### src/rtl/prog_loader_ctrl_if.sv
// Serial load bus of the program loader.
// The loader side drives the chip selects and mosi; the controller drives the cache writes.
interface prog_loader_ctrl_if #(
    parameter int DATA_W = 8,
    parameter int ADDR_W = 4
);
    logic              csi_in;
    logic              csd_in;
    logic              mosi_in;
    logic              icache_wen_out;
    logic              dcache_wen_out;
    logic [ADDR_W-1:0] waddr_out;
    logic [DATA_W-1:0] wdata_out;

    modport master (
        output csi_in, csd_in, mosi_in,
        input  icache_wen_out, dcache_wen_out, waddr_out, wdata_out
    );

    modport slave (
        input  csi_in, csd_in, mosi_in,
        output icache_wen_out, dcache_wen_out, waddr_out, wdata_out
    );
endinterface

### src/rtl/prog_loader_ctrl.sv
// Program loader: deserialises data+address frames into icache/dcache writes
// and gates the processor run enable.
module prog_loader_ctrl #(
    parameter int DATA_W     = 8,
    parameter int ADDR_W     = 4,
    parameter int DMEM_DEPTH = 15
) (
    input  logic                clk,
    input  logic                rst_n,
    prog_loader_ctrl_if.slave   bus,
    input  logic                run_in,
    input  logic                halt_in,
    output logic                proc_en_out,
    output logic                busy_out,
    output logic                err_out,
    output logic [4:0]          words_out
);

    localparam int FRAME_W = DATA_W + ADDR_W;
    localparam int CNT_W   = $clog2(FRAME_W + 1);
    localparam logic [ADDR_W:0] DEPTH = (ADDR_W + 1)'(DMEM_DEPTH);

    typedef enum logic [1:0] {IDLE, SHIFT, COMMIT, RUN} state_t;

    state_t             state_q, state_n;
    logic               tgt_d_q, tgt_d_n;
    logic [CNT_W-1:0]   cnt_q, cnt_n;
    logic [FRAME_W-1:0] sr_q, sr_n;
    logic               cs_prev_q;
    logic               iwen_q, iwen_n;
    logic               dwen_q, dwen_n;
    logic [ADDR_W-1:0]  waddr_q, waddr_n;
    logic [DATA_W-1:0]  wdata_q, wdata_n;
    logic               err_q, err_n;
    logic [4:0]         words_q, words_n;
    logic               proc_en_q, busy_q;

    logic               cs_own, cs_oth, cs_any;
    logic [FRAME_W-1:0] sr_shift;
    logic [ADDR_W-1:0]  f_addr;
    logic [DATA_W-1:0]  f_data;

    assign cs_any   = bus.csi_in | bus.csd_in;
    assign cs_own   = tgt_d_q ? bus.csd_in : bus.csi_in;
    assign cs_oth   = tgt_d_q ? bus.csi_in : bus.csd_in;
    assign sr_shift = {sr_q[FRAME_W-2:0], bus.mosi_in};
    assign f_addr   = sr_shift[ADDR_W-1:0];
    assign f_data   = sr_shift[FRAME_W-1:ADDR_W];

    // Next state and next registered outputs.
    always_comb begin
        state_n = state_q;
        tgt_d_n = tgt_d_q;
        cnt_n   = cnt_q;
        sr_n    = sr_q;
        iwen_n  = 1'b0;
        dwen_n  = 1'b0;
        waddr_n = waddr_q;
        wdata_n = wdata_q;
        err_n   = 1'b0;
        words_n = words_q;
        unique case (state_q)
            IDLE: begin
                if (bus.csi_in && bus.csd_in) begin
                    err_n = 1'b1;
                end else if (cs_any) begin
                    state_n = SHIFT;
                    tgt_d_n = bus.csd_in;
                    sr_n    = FRAME_W'(bus.mosi_in);
                    cnt_n   = CNT_W'(1);
                end else if (run_in) begin
                    state_n = RUN;
                    words_n = 5'd0;
                end
            end
            SHIFT: begin
                if (cs_own && !cs_oth) begin
                    sr_n  = sr_shift;
                    cnt_n = cnt_q + CNT_W'(1);
                    if (cnt_q == CNT_W'(FRAME_W - 1)) begin
                        state_n = COMMIT;
                        // Out-of-range dcache writes are dropped, not wrapped.
                        if (tgt_d_q && ({1'b0, f_addr} >= DEPTH)) begin
                            err_n = 1'b1;
                        end else begin
                            iwen_n  = !tgt_d_q;
                            dwen_n  = tgt_d_q;
                            waddr_n = f_addr;
                            wdata_n = f_data;
                            if (words_q != 5'd31) begin
                                words_n = words_q + 5'd1;
                            end
                        end
                    end
                end else begin
                    err_n   = 1'b1;
                    state_n = IDLE;
                    cnt_n   = '0;
                end
            end
            COMMIT: begin
                // Streaming: this cycle's bit opens the next frame.
                if (cs_own) begin
                    state_n = SHIFT;
                    sr_n    = FRAME_W'(bus.mosi_in);
                    cnt_n   = CNT_W'(1);
                end else begin
                    state_n = IDLE;
                    cnt_n   = '0;
                end
            end
            RUN: begin
                if (cs_any && !cs_prev_q) begin
                    err_n = 1'b1;
                end
                if (!run_in || halt_in) begin
                    state_n = IDLE;
                end
            end
            default: state_n = IDLE;
        endcase
    end

    // State and output registers.
    always_ff @(posedge clk or negedge rst_n) begin
        if (!rst_n) begin
            state_q   <= IDLE;
            tgt_d_q   <= 1'b0;
            cnt_q     <= '0;
            sr_q      <= '0;
            cs_prev_q <= 1'b0;
            iwen_q    <= 1'b0;
            dwen_q    <= 1'b0;
            waddr_q   <= '0;
            wdata_q   <= '0;
            err_q     <= 1'b0;
            words_q   <= 5'd0;
            proc_en_q <= 1'b0;
            busy_q    <= 1'b0;
        end else begin
            state_q   <= state_n;
            tgt_d_q   <= tgt_d_n;
            cnt_q     <= cnt_n;
            sr_q      <= sr_n;
            cs_prev_q <= cs_any;
            iwen_q    <= iwen_n;
            dwen_q    <= dwen_n;
            waddr_q   <= waddr_n;
            wdata_q   <= wdata_n;
            err_q     <= err_n;
            words_q   <= words_n;
            proc_en_q <= (state_n == RUN);
            busy_q    <= (state_n != IDLE);
        end
    end

    assign bus.icache_wen_out = iwen_q;
    assign bus.dcache_wen_out = dwen_q;
    assign bus.waddr_out      = waddr_q;
    assign bus.wdata_out      = wdata_q;
    assign proc_en_out        = proc_en_q;
    assign busy_out           = busy_q;
    assign err_out            = err_q;
    assign words_out          = words_q;

endmodule

### src/flat_wrapper.sv
// flat-port wrapper written by rule: the top's interface ports become plain ports
module prog_loader_ctrl_flat 
#(
    parameter int DATA_W     = 8,
    parameter int ADDR_W     = 4,
    parameter int DMEM_DEPTH = 15
)
  (clk, rst_n, run_in, halt_in, proc_en_out, busy_out, err_out, words_out, bus_csi_in, bus_csd_in, bus_mosi_in, bus_icache_wen_out, bus_dcache_wen_out, bus_waddr_out, bus_wdata_out);
  prog_loader_ctrl_if #(.DATA_W(DATA_W), .ADDR_W(ADDR_W)) bus_i ();
  input  logic clk;
  input  logic rst_n;
  input  logic run_in;
  input  logic halt_in;
  output logic proc_en_out;
  output logic busy_out;
  output logic err_out;
  output logic [4:0] words_out;
  input wire logic [$bits(bus_i.csi_in)-1:0] bus_csi_in;
  input wire logic [$bits(bus_i.csd_in)-1:0] bus_csd_in;
  input wire logic [$bits(bus_i.mosi_in)-1:0] bus_mosi_in;
  output wire logic [$bits(bus_i.icache_wen_out)-1:0] bus_icache_wen_out;
  output wire logic [$bits(bus_i.dcache_wen_out)-1:0] bus_dcache_wen_out;
  output wire logic [$bits(bus_i.waddr_out)-1:0] bus_waddr_out;
  output wire logic [$bits(bus_i.wdata_out)-1:0] bus_wdata_out;
  assign bus_i.csi_in = bus_csi_in;
  assign bus_i.csd_in = bus_csd_in;
  assign bus_i.mosi_in = bus_mosi_in;
  assign bus_icache_wen_out = bus_i.icache_wen_out;
  assign bus_dcache_wen_out = bus_i.dcache_wen_out;
  assign bus_waddr_out = bus_i.waddr_out;
  assign bus_wdata_out = bus_i.wdata_out;
  prog_loader_ctrl #(.DATA_W(DATA_W), .ADDR_W(ADDR_W), .DMEM_DEPTH(DMEM_DEPTH)) u_core (.clk(clk), .rst_n(rst_n), .bus(bus_i), .run_in(run_in), .halt_in(halt_in), .proc_en_out(proc_en_out), .busy_out(busy_out), .err_out(err_out), .words_out(words_out));
endmodule
### config.mk
export PLATFORM = sky130hd
export DESIGN_NAME = prog_loader_ctrl_flat
export DESIGN_NICKNAME = d
export VERILOG_FILES = /design/src/rtl/prog_loader_ctrl_if.sv /design/src/rtl/prog_loader_ctrl.sv /design/src/flat_wrapper.sv
export SDC_FILE = /design/constraint.sdc
export NUM_CORES = 1
export LEC_CHECK = 0
export BUFFER_PORTS_ARGS = -buffer_cell sky130_fd_sc_hd__buf_2
export CORE_MARGIN = 2
export CORE_UTILIZATION = 45
export DETAILED_ROUTE_END_ITERATION = 8
export PLACE_DENSITY = 0.76
export SYNTH_ARGS = -nofsm -noshare
export SYNTH_HDL_FRONTEND = slang
export SYNTH_SLANG_ARGS = --single-unit
### constraint.sdc
create_clock -name clk -period 2 [get_ports clk]
set_clock_uncertainty 0.15 [all_clocks]
set_input_delay 0.4 -clock clk [delete_from_list [all_inputs] [get_ports clk]]
set_output_delay 0.4 -clock clk [all_outputs]
set_load 0.1 [all_outputs]
# Word level (Yosys, flattened, before mapping)
# Index checks and enable logic that the tools add are counted.
word_totals:
  input_bits: 7
  wordCells: 94
  ram_bits: 0
  output_inout_bits: 22
  latch_bits: 0
  mem_bits_ro: 0
  n_memories: 0
  ff_bits: 41
op_classes:
  add_sub_neg: 2
  div_mod_pow: 0
  n_mul: 0
  shift: 0
  mux: 42
  n_lt_le_gt_ge: 1
  n_eq_ne: 15
  bitwise_logic: 3
  n_reduce_logical: 18
ops:
  columns: ["operator", "count"]
  rows:
  - ["$mux W11", 4]
  - ["$mux W5", 7]
  - ["$pmux W11 S3", 1]
  - ["$mux W1", 17]
  - ["$mux W2", 6]
  - ["$mux W4", 3]
  - ["$pmux W4 S3", 1]
  - ["$ne A2 B1 Y1 const B", 5]
  - ["$pmux W5 S2", 1]
  - ["$ne A2 B2 Y1 const B", 4]
  - ["$pmux W2 S4", 1]
  - ["$reduce_and A8 Y1", 1]
  - ["$eq A2 B2 Y1 const B", 3]
  - ["$reduce_and A3 Y1", 2]
  - ["$add A5 B1 Y5 const B", 1]
  - ["$ne A5 B5 Y1 const B", 1]
  - ["$reduce_and A5 Y1", 1]
  - ["$add A4 B1 Y4 const B", 1]
  - ["$eq A4 B4 Y1 const B", 1]
  - ["$ge A4 B4 Y1 const B", 1]
  - ["$logic_and A1 B1 Y1", 4]
  - ["$logic_not A1 Y1", 4]
  - ["$reduce_and A4 Y1", 1]
  - ["$reduce_bool A2 Y1", 2]
  - ["other kinds (7)", 8]

# Depth between registers and ports, before layout
# Gate-level depths: netlist of the first run.
logic_depth:
  depth_word: 6
  ltp_mapped: 6
  depth_no_buf: 6

# Least setup slack after synthesis of the first run
# Ideal clock, no wire load.
synth_path:
  path_type: "register to register"
  start: "register u_core.words_q[0], in the netlist u_core.words_out[0]"
  end: "register u_core.words_q[3], in the netlist u_core.words_out[3]"
  setup_ps: 126
  t_required_ps: 1724
  t_arrival_ps: 2438
  path_stages_with_launch: 7
  n_path_buf: 0
  setup_slack_ps: -714
  synth_period_minus_slack_ps: 2714
  path_cell_list: "dfrtp_1 > ha_1 > and3_1 > ha_1 > a2111oi_2 > nand2_1 > a311o_1"
synth_between:
  elab_chain_cells: 6
  word_cells_on_any_way: 9
  cone_classes: "1 x add/sub; 2 x eq/ne; 5 x mux; 1 x reduce/logical"
synth_rtl:
  columns: ["element", "line", "source"]
  rows:
  - ["from (decl)", "prog_loader_ctrl.sv:35", "logic [4:0] words_q, words_n;"]
  - ["from (signal assigned)", "prog_loader_ctrl.sv:151", "words_q <= words_n;"]
  - ["$add A5 B1 Y5", "prog_loader_ctrl.sv:91", "words_n = words_q + 5'd1;"]
  - ["$mux W5", "prog_loader_ctrl.sv:90", "if (words_q != 5'd31) begin"]
  - ["$mux W5", "prog_loader_ctrl.sv:83", "if (tgt_d_q && ({1'b0, f_addr} >= DEPTH)) begin"]
  - ["$mux W5", "prog_loader_ctrl.sv:80", "if (cnt_q == CNT_W'(FRAME_W - 1)) begin"]
  - ["$mux W5", "prog_loader_ctrl.sv:77", "if (cs_own && !cs_oth) begin"]
  - ["$pmux W5 S2", "prog_loader_ctrl.sv:62", "unique case (state_q)"]
# Several ways; a longest one is shown, not always the timed one. The select of a mux whose other input is x is not followed.
# A chain may end at the register's enable or synchronous reset.

# Worst setup path after layout of the first run
layout_path:
  start: "register u_core.words_q[1], in the netlist u_core.words_out[1]"
  end: "register u_core.words_q[1], in the netlist u_core.words_out[1]"
# The elaborated chain is that of the path after synthesis.

==> metrics.md, run 1 <==
| Metric | Value |
|---|---|
| H-tree depth | 2 |
| Share of the synthesized area in the top cell type | 50.6% |
| Largest cells by area after synthesis | dfrtp_1, mux2_4, ha_1 |
| Final Max Slew Viols | 0 |
| Layout cells sized above 1 | 42.7% |
| Fraction of registers with async set/reset | 100% |
| # DRC | 0 |
| Synth cell count leaders | dfrtp_1, nand2_1, a22o_1, mux2_4 |
| Synth Instances | 166 |
| Crit end category | register |
| Startpoint types | register |
| Outcome | complete, no violations |
| P_leak | 1.31 nW |
| Setup slack after layout | 38.9 ps |
| RR Startpoint | u_core.words_out[1] |
| Final HPWL DP | 2970 um |
| # IOs | 29 |
| First-pass GRT wire length | 7010 um |
| Buffers on Ports | 28 |
| Std cell rows | 24 |
| Total wire length | 4160 um |
| Yosys cell types | 44 |
| Initial antenna violation count | 0 |
| Fin crit share | 98.1% |
| Largest net degree at the start of global routing | 22 |
| Crit path DAT | 2010 ps |
| Clock Sinks | 41 |
| GR Util met1 | 23.4% |
| Total core area | 4350 um2 |
| Hold/Removal Path Class | primary input to register |
| Setup CP Type | register to register |
| Setup TNS | 0 ps |
| Final #Nets | 232 |
| Die area | 5060 um2 |
| Max FO, Critical Path | 3 |
| WL per Instance | 15.4 um |
| Worst setup startpoint | u_core.words_out[1] |
| DP Cell Count | 260 |
| CTS tree | built |
| VDD IR max | 1.01 mV |
| Required @ worst endpoint | 2040 ps |
| CTS buffer count | 5 |
| PwrDens | 1080 nW/um2 |
| FF+latch count, synth | 41 |
| Pre-antenna DRT Iters | 4 |
| Clock Latency Late Sink | 300 ps |
| Yosys Warn Count | 0 |
| Routing usage on met2 | 29.0% |
| Final Hold Viols | 0 |
| DR vias | 1,459 |
| Layer with the highest usage | met2 |
| Total grt overflow | 0 |
| Area grow syn2layout | 27.3% |
| Most common flop cell mapped by yosys | dfrtp_1 |
| Initial core utilization | 46.6% |
| Clock Path Buffers | 2 |
| Hold Crit Start | bus_csi_in |
| Max Cap Viol | 0 |
| Cell with the most instances after synthesis | dfrtp_1 |
| Synth Area per Inst | 12.2 um2 |
| Drt initial violations | 21 |
| Synthesized cell area | 2030 um2 |
| CTS root buf | clkbuf_8 |
| Unrepaired setup endpoints after global routing | yes |
| Non-Filler Instances | 270 |
| Area leader, netlist | dfrtp_1 |
| Pre-CTS setup slack | -20.9 ps |
| GRT Resource Usage Total | 17.7% |
| Final setup fails | 0 |
| Die Y | 71.1 um |
| Vias per inst | 5.40 |
| F_max | 510 MHz |
| Post-synth EDFFs | 0 |
| Syn nets | 181 |
| Clk slew on worst S/H paths | 80 ps |
| Actual slew at the worst max-slew pin | 518 ps |
| Slew margin rel. | 65.5% |
| ANT nets after route | 0 |
| Final critical-path required period | 1960 ps |
| Die Width | 71.1 um |
| Routability-driven placement congestion ratio | 0.848 |
| Antenna Cells | 0 |
| Grt met3 use | 5.56% |
| Vias in the first global route | 1,458 |
| Register area share after synthesis | 50.6% |
## sequential cells by signal, indices dropped and copies added (netlist names), 2 cells and up
signal                cells
u_core.state_q            2
u_core.sr_q              11
u_core.bus.wdata_out      8
u_core.words_out          5
u_core.bus.waddr_out      4
u_core.cnt_q              4
## final cells by class
cell class | count | area, um2
tap | 52 | 65.1
clock buffer | 5 | 68.8
fill | 365 | 1770
inverter | 6 | 22.5
multi-input combinational | 114 | 1010
timing repair buffer | 49 | 329
clock inverter | 3 | 46.3
sequential | 41 | 1040
## repair_timing
action,4_1_cts,5_1_grt
endpoints found under the setup margin,0,18
resized for setup,0,8
endpoints found under the hold margin,20,0
hold buffers,1,0
buffers inserted,0,1
## placed cells by master (no fill, tap or decap), types with 3 or more instances in the layout
master and n:
dfrtp_1 37, buf_2 28, buf_4 17, nand2_1 13, mux2_4 10, a22o_1 10, a21oi_1 7, nand3_1 7
inv_1 6, clkbuf_8 5, ha_1 4, or3b_4 3, nand4b_1 3, nor2b_1 3, mux2i_1 3, and3_1 3
nor2_1 3, nand4_1 3, mux2_2 3
## critical path, stage by stage, from the launching register on
cell and delay (ps):
dfrtp_4 510, ha_4 170, and3_4 180, ha_4 160, a2111oi_4 200, nand2_1 130
buf_6 150, a31o_4 230
## through the flow
step | utilization [%] | instance area, um2 | hold WS, ps | total power [mW]
floorplan | - | 2090 | -45.6 | 1.79
global placement | 55.4 | 2410 | 246 | 2.06
detailed placement | 55.4 | 2410 | 246 | 2.08
CTS | 58.3 | 2540 | 299 | 2.76
global route | 59.3 | 2580 | 307 | 2.96
finish | 59.3 | 2580 | 304 | 2.79
## path summary, 6_finish.rpt
| check | endpoint | slack [ps] | cells past startpoint |
|---|---|---|---|
| hold reg to reg | u_core.words_out[2] | 350 | 1 |
| hold / removal | u_core.tgt_d_q | 300 | 4 |
| min in group asynchronous | u_core.cs_prev_q | 450 | 2 |
| setup reg to reg | u_core.words_out[1] | 40 | 7 |
| max in group asynchronous | u_core.bus.wdata_out[0] | 590 | 3 |
| setup / recovery | u_core.words_out[1] | 40 | 7 |
## report_power, final
part	leakage [nW]	internal (mW)	switching [mW]
sequential	0.547	0.930	0.0666
clock	0.0543	0.374	0.306
combinational	0.712	0.385	0.729
## cell families (layout without fill, tap and decap cells)
logic type | count (synthesis) | count (layout) | synth area share (%)
and+or+nand+nor | 54 | 54 | 16.9
DFF | 41 | 41 | 50.6
buffers and inverters | 11 | 63 | 3.52
AOI/OAI and AO/OA | 34 | 34 | 12.7
xor gates and xnor gates | 2 | 2 | 0.864
adders and majority gates | 8 | 8 | 4.94
muxes | 16 | 16 | 10.6
## per-layer routing
layer | up-vias | routed length, um
met5 | - | 0
met4 | 0 | 38
met3 | 6 | 195
met2 | 38 | 1990
met1 | 700 | 1940
li1 | 715 | -
Power figures use the tool's default switching activity.
==> inputs of run 2 (changes only) <==
--- a/config.mk
+++ b/config.mk
@@ -5,11 +5,11 @@
 export SDC_FILE = /design/constraint.sdc
 export NUM_CORES = 1
 export LEC_CHECK = 0
-export BUFFER_PORTS_ARGS = -buffer_cell sky130_fd_sc_hd__buf_2
+export BUFFER_PORTS_ARGS = -buffer_cell sky130_fd_sc_hd__buf_4
 export CORE_MARGIN = 2
 export CORE_UTILIZATION = 45
 export DETAILED_ROUTE_END_ITERATION = 8
-export PLACE_DENSITY = 0.76
+export PLACE_DENSITY = 0.69
 export SYNTH_ARGS = -nofsm -noshare
 export SYNTH_HDL_FRONTEND = slang
 export SYNTH_SLANG_ARGS = --single-unit
==> metrics.md, run 2 (same netlist as run 1, synthesis figures left out) <==
| Metric | Value |
|---|---|
| Outcome | finished, violations left |
| Failing checks | setup timing |
| Commonest non-fill, non-tap cells in the layout | buf_4, dfrtp_1, nand2_1, mux2_4, a22o_1 |
| ANT nets after route | 0 |
| CTS root buf | clkbuf_8 |
| Clock Path Buffers | 2 |
| Vias per inst | 5.55 |
| Dpl cell area | 2490 um2 |
| Fillers | 339 |
| VDD IR max | 0.969 mV |
| Vias in the first global route | 1,470 |
| Setup slack after layout | -11.3 ps |
| Routability-driven placement congestion ratio | 0.831 |
| Buffers on Ports | 28 |
| Max FO, Critical Path | 4 |
| Critical-path top delay cell | dfrtp_4 |
| Crit end category | register |
| CTS buffer count | 5 |
| Layout cells sized above 1 | 44.6% |
| Net switching power | 1.10 mW |
| Final setup fails | 1 |
| Initial core utilization | 46.6% |
| Reg with most FFs | u_core.sr_q |
| Switching Fraction | 37.1% |
| Actual slew at the worst max-slew pin | 502 ps |
| Max Cap Viol | 0 |
| CP dominant cell by count | ha_4 |
| Final Max Slew Viols | 0 |
| RR Startpoint | u_core.words_out[0] |
| Drt initial violations | 52 |
| Crit path largest cell delay | 500 ps |
| P_leak | 1.34 nW |
| Final Hold Viols | 0 |
| Die Y | 71.1 um |
| # IOs | 29 |
| Std cell rows | 24 |
| Initial antenna violation count | 0 |
| Total core area | 4350 um2 |
| GRT Resource Usage Total | 17.5% |
| Die area | 5060 um2 |
| P_int | 1.87 mW |
| Die Width | 71.1 um |
| Required @ worst endpoint | 2030 ps |
| Design Area, Final | 2700 um2 |
| Hold/Removal Path Class | primary input to register |
| Crit path DAT | 2040 ps |
| PwrDens | 1100 nW/um2 |
| Setup CP Type | register to register |
| Largest net degree at the start of global routing | 42 |
| Hold Crit Start | bus_mosi_in |
| Slew margin rel. | 66.5% |
| Non-Filler Instances | 274 |
| Worst setup startpoint | u_core.words_out[0] |
| F_max | 497 MHz |
| Fin crit share | 101% |
| Comb power frac | 39.3% |
| Total wire length | 4230 um |
| Commonest non-fill, non-tap cell in the layout | buf_4 |
| Clock power frac | 27.0% |
| Final critical-path required period | 2010 ps |
| Reg power frac | 33.7% |
| Area grow syn2layout | 33.2% |
| DP Cell Count | 263 |
| Total grt overflow | 0 |
| Startpoint types | register |
| Clock Sinks | 41 |
| H-tree depth | 2 |
| Critical Path, Cell by Cell | ha_4 -> and3_4 -> ha_4 -> a2111oi_4 -> nand2_2 -> a311o_1 |
| Final #Nets | 236 |
| # DRC | 0 |
| Unrepaired setup endpoints after global routing | yes |
| Pre-antenna DRT Iters | 4 |
| First-pass GRT wire length | 6970 um |
| WL per Instance | 15.4 um |
| Antenna Cells | 0 |
| Final HPWL DP | 3130 um |
| CTS tree | built |
| Clk slew on worst S/H paths | 80 ps |
| DR vias | 1,522 |
| Largest register FFs | 11 |
| Clock Latency Late Sink | 300 ps |
## run 2: changes by cell type in the layout (fill, tap and decap cells not counted), sizes merged
cell      delta
inv          +1
clkbuf       +1
clkinvlp     -1
bufinv       +1
clkinv       -1
buf          +3
## run 2: per-layer routing
metal | global-route usage [%] | part of all wire [%] | routed length (um)
met5 | 0 | 0 | 0
met4 | 4.82 | 1.1 | 46
met3 | 5.13 | 4.4 | 184
met2 | 27.6 | 49 | 2070
met1 | 23.6 | 45 | 1920
## run 2: worst paths after layout
path / slack (ps) / end / cells past startpoint
max: -10 / u_core.words_out[3] / 6
min: 210 / u_core.bus.waddr_out[0] / 2
max reg2reg: -10 / u_core.words_out[3] / 6
min reg2reg: 350 / u_core.words_out[2] / 1
max in group asynchronous: 850 / u_core.words_out[0] / 2
min in group asynchronous: 460 / u_core.bus.waddr_out[1] / 2
## run 2: per-stage QoR
stage	power [mW]	utilization, %	setup WS (ps)	setup TNS [ps]	hold slack, ps
after detailed placement	2.12	57.2	-31.0	-72.2	259
after global routing	3.14	62.0	-52.3	-430	196
after global placement	2.09	57.2	-4.13	-6.87	252
after CTS	2.94	60.7	-0.954	-0.954	200
final	2.97	62.0	-11.3	-11.3	208
after floorplan	1.79	-	-193	-366	-45.6
## run 2: power by group through the flow
stage / sequential (mW) / clock (mW) / combinational [mW]
floorplan: 1.24 / 0 / 0.542
global placement: 1.01 / 0 / 1.09
detailed placement: 1.01 / 0 / 1.12
CTS: 0.993 / 0.823 / 1.12
global route: 1.01 / 0.858 / 1.27
finish: 1.00 / 0.800 / 1.17
## run 2: layout make-up
class                      count  area (um2)  share of cell area, %
sequential                    41        1040                   38.4
timing repair buffer          53         434                   16.1
inverter                       6        22.5                  0.834
multi-input combinational    114        1000                   37.2
clock buffer                   5        68.8                   2.55
tap                           52        65.1                   2.41
clock inverter                 3        68.8                   2.55
## run 2: critical path, delay by kind of cell, from the launching register on
family                     cells  cell delay (ps)
and+or+nand+nor                2              320
adders and majority gates      2              310
DFF                            1              500
AOI/OAI and AO/OA              2              610
## run 2: what timing repair did
| action | 4_1_cts | 5_1_grt |
|---|---|---|
| gates resized for setup | 1 | 7 |
| buffers inserted | 0 | 1 |
| endpoints found under the hold margin | 41 | 0 |
| endpoints found under the setup margin | 1 | 23 |
| gates cloned | 0 | 1 |
| hold buffers | 1 | 0 |
| pin swaps | 1 | 0 |
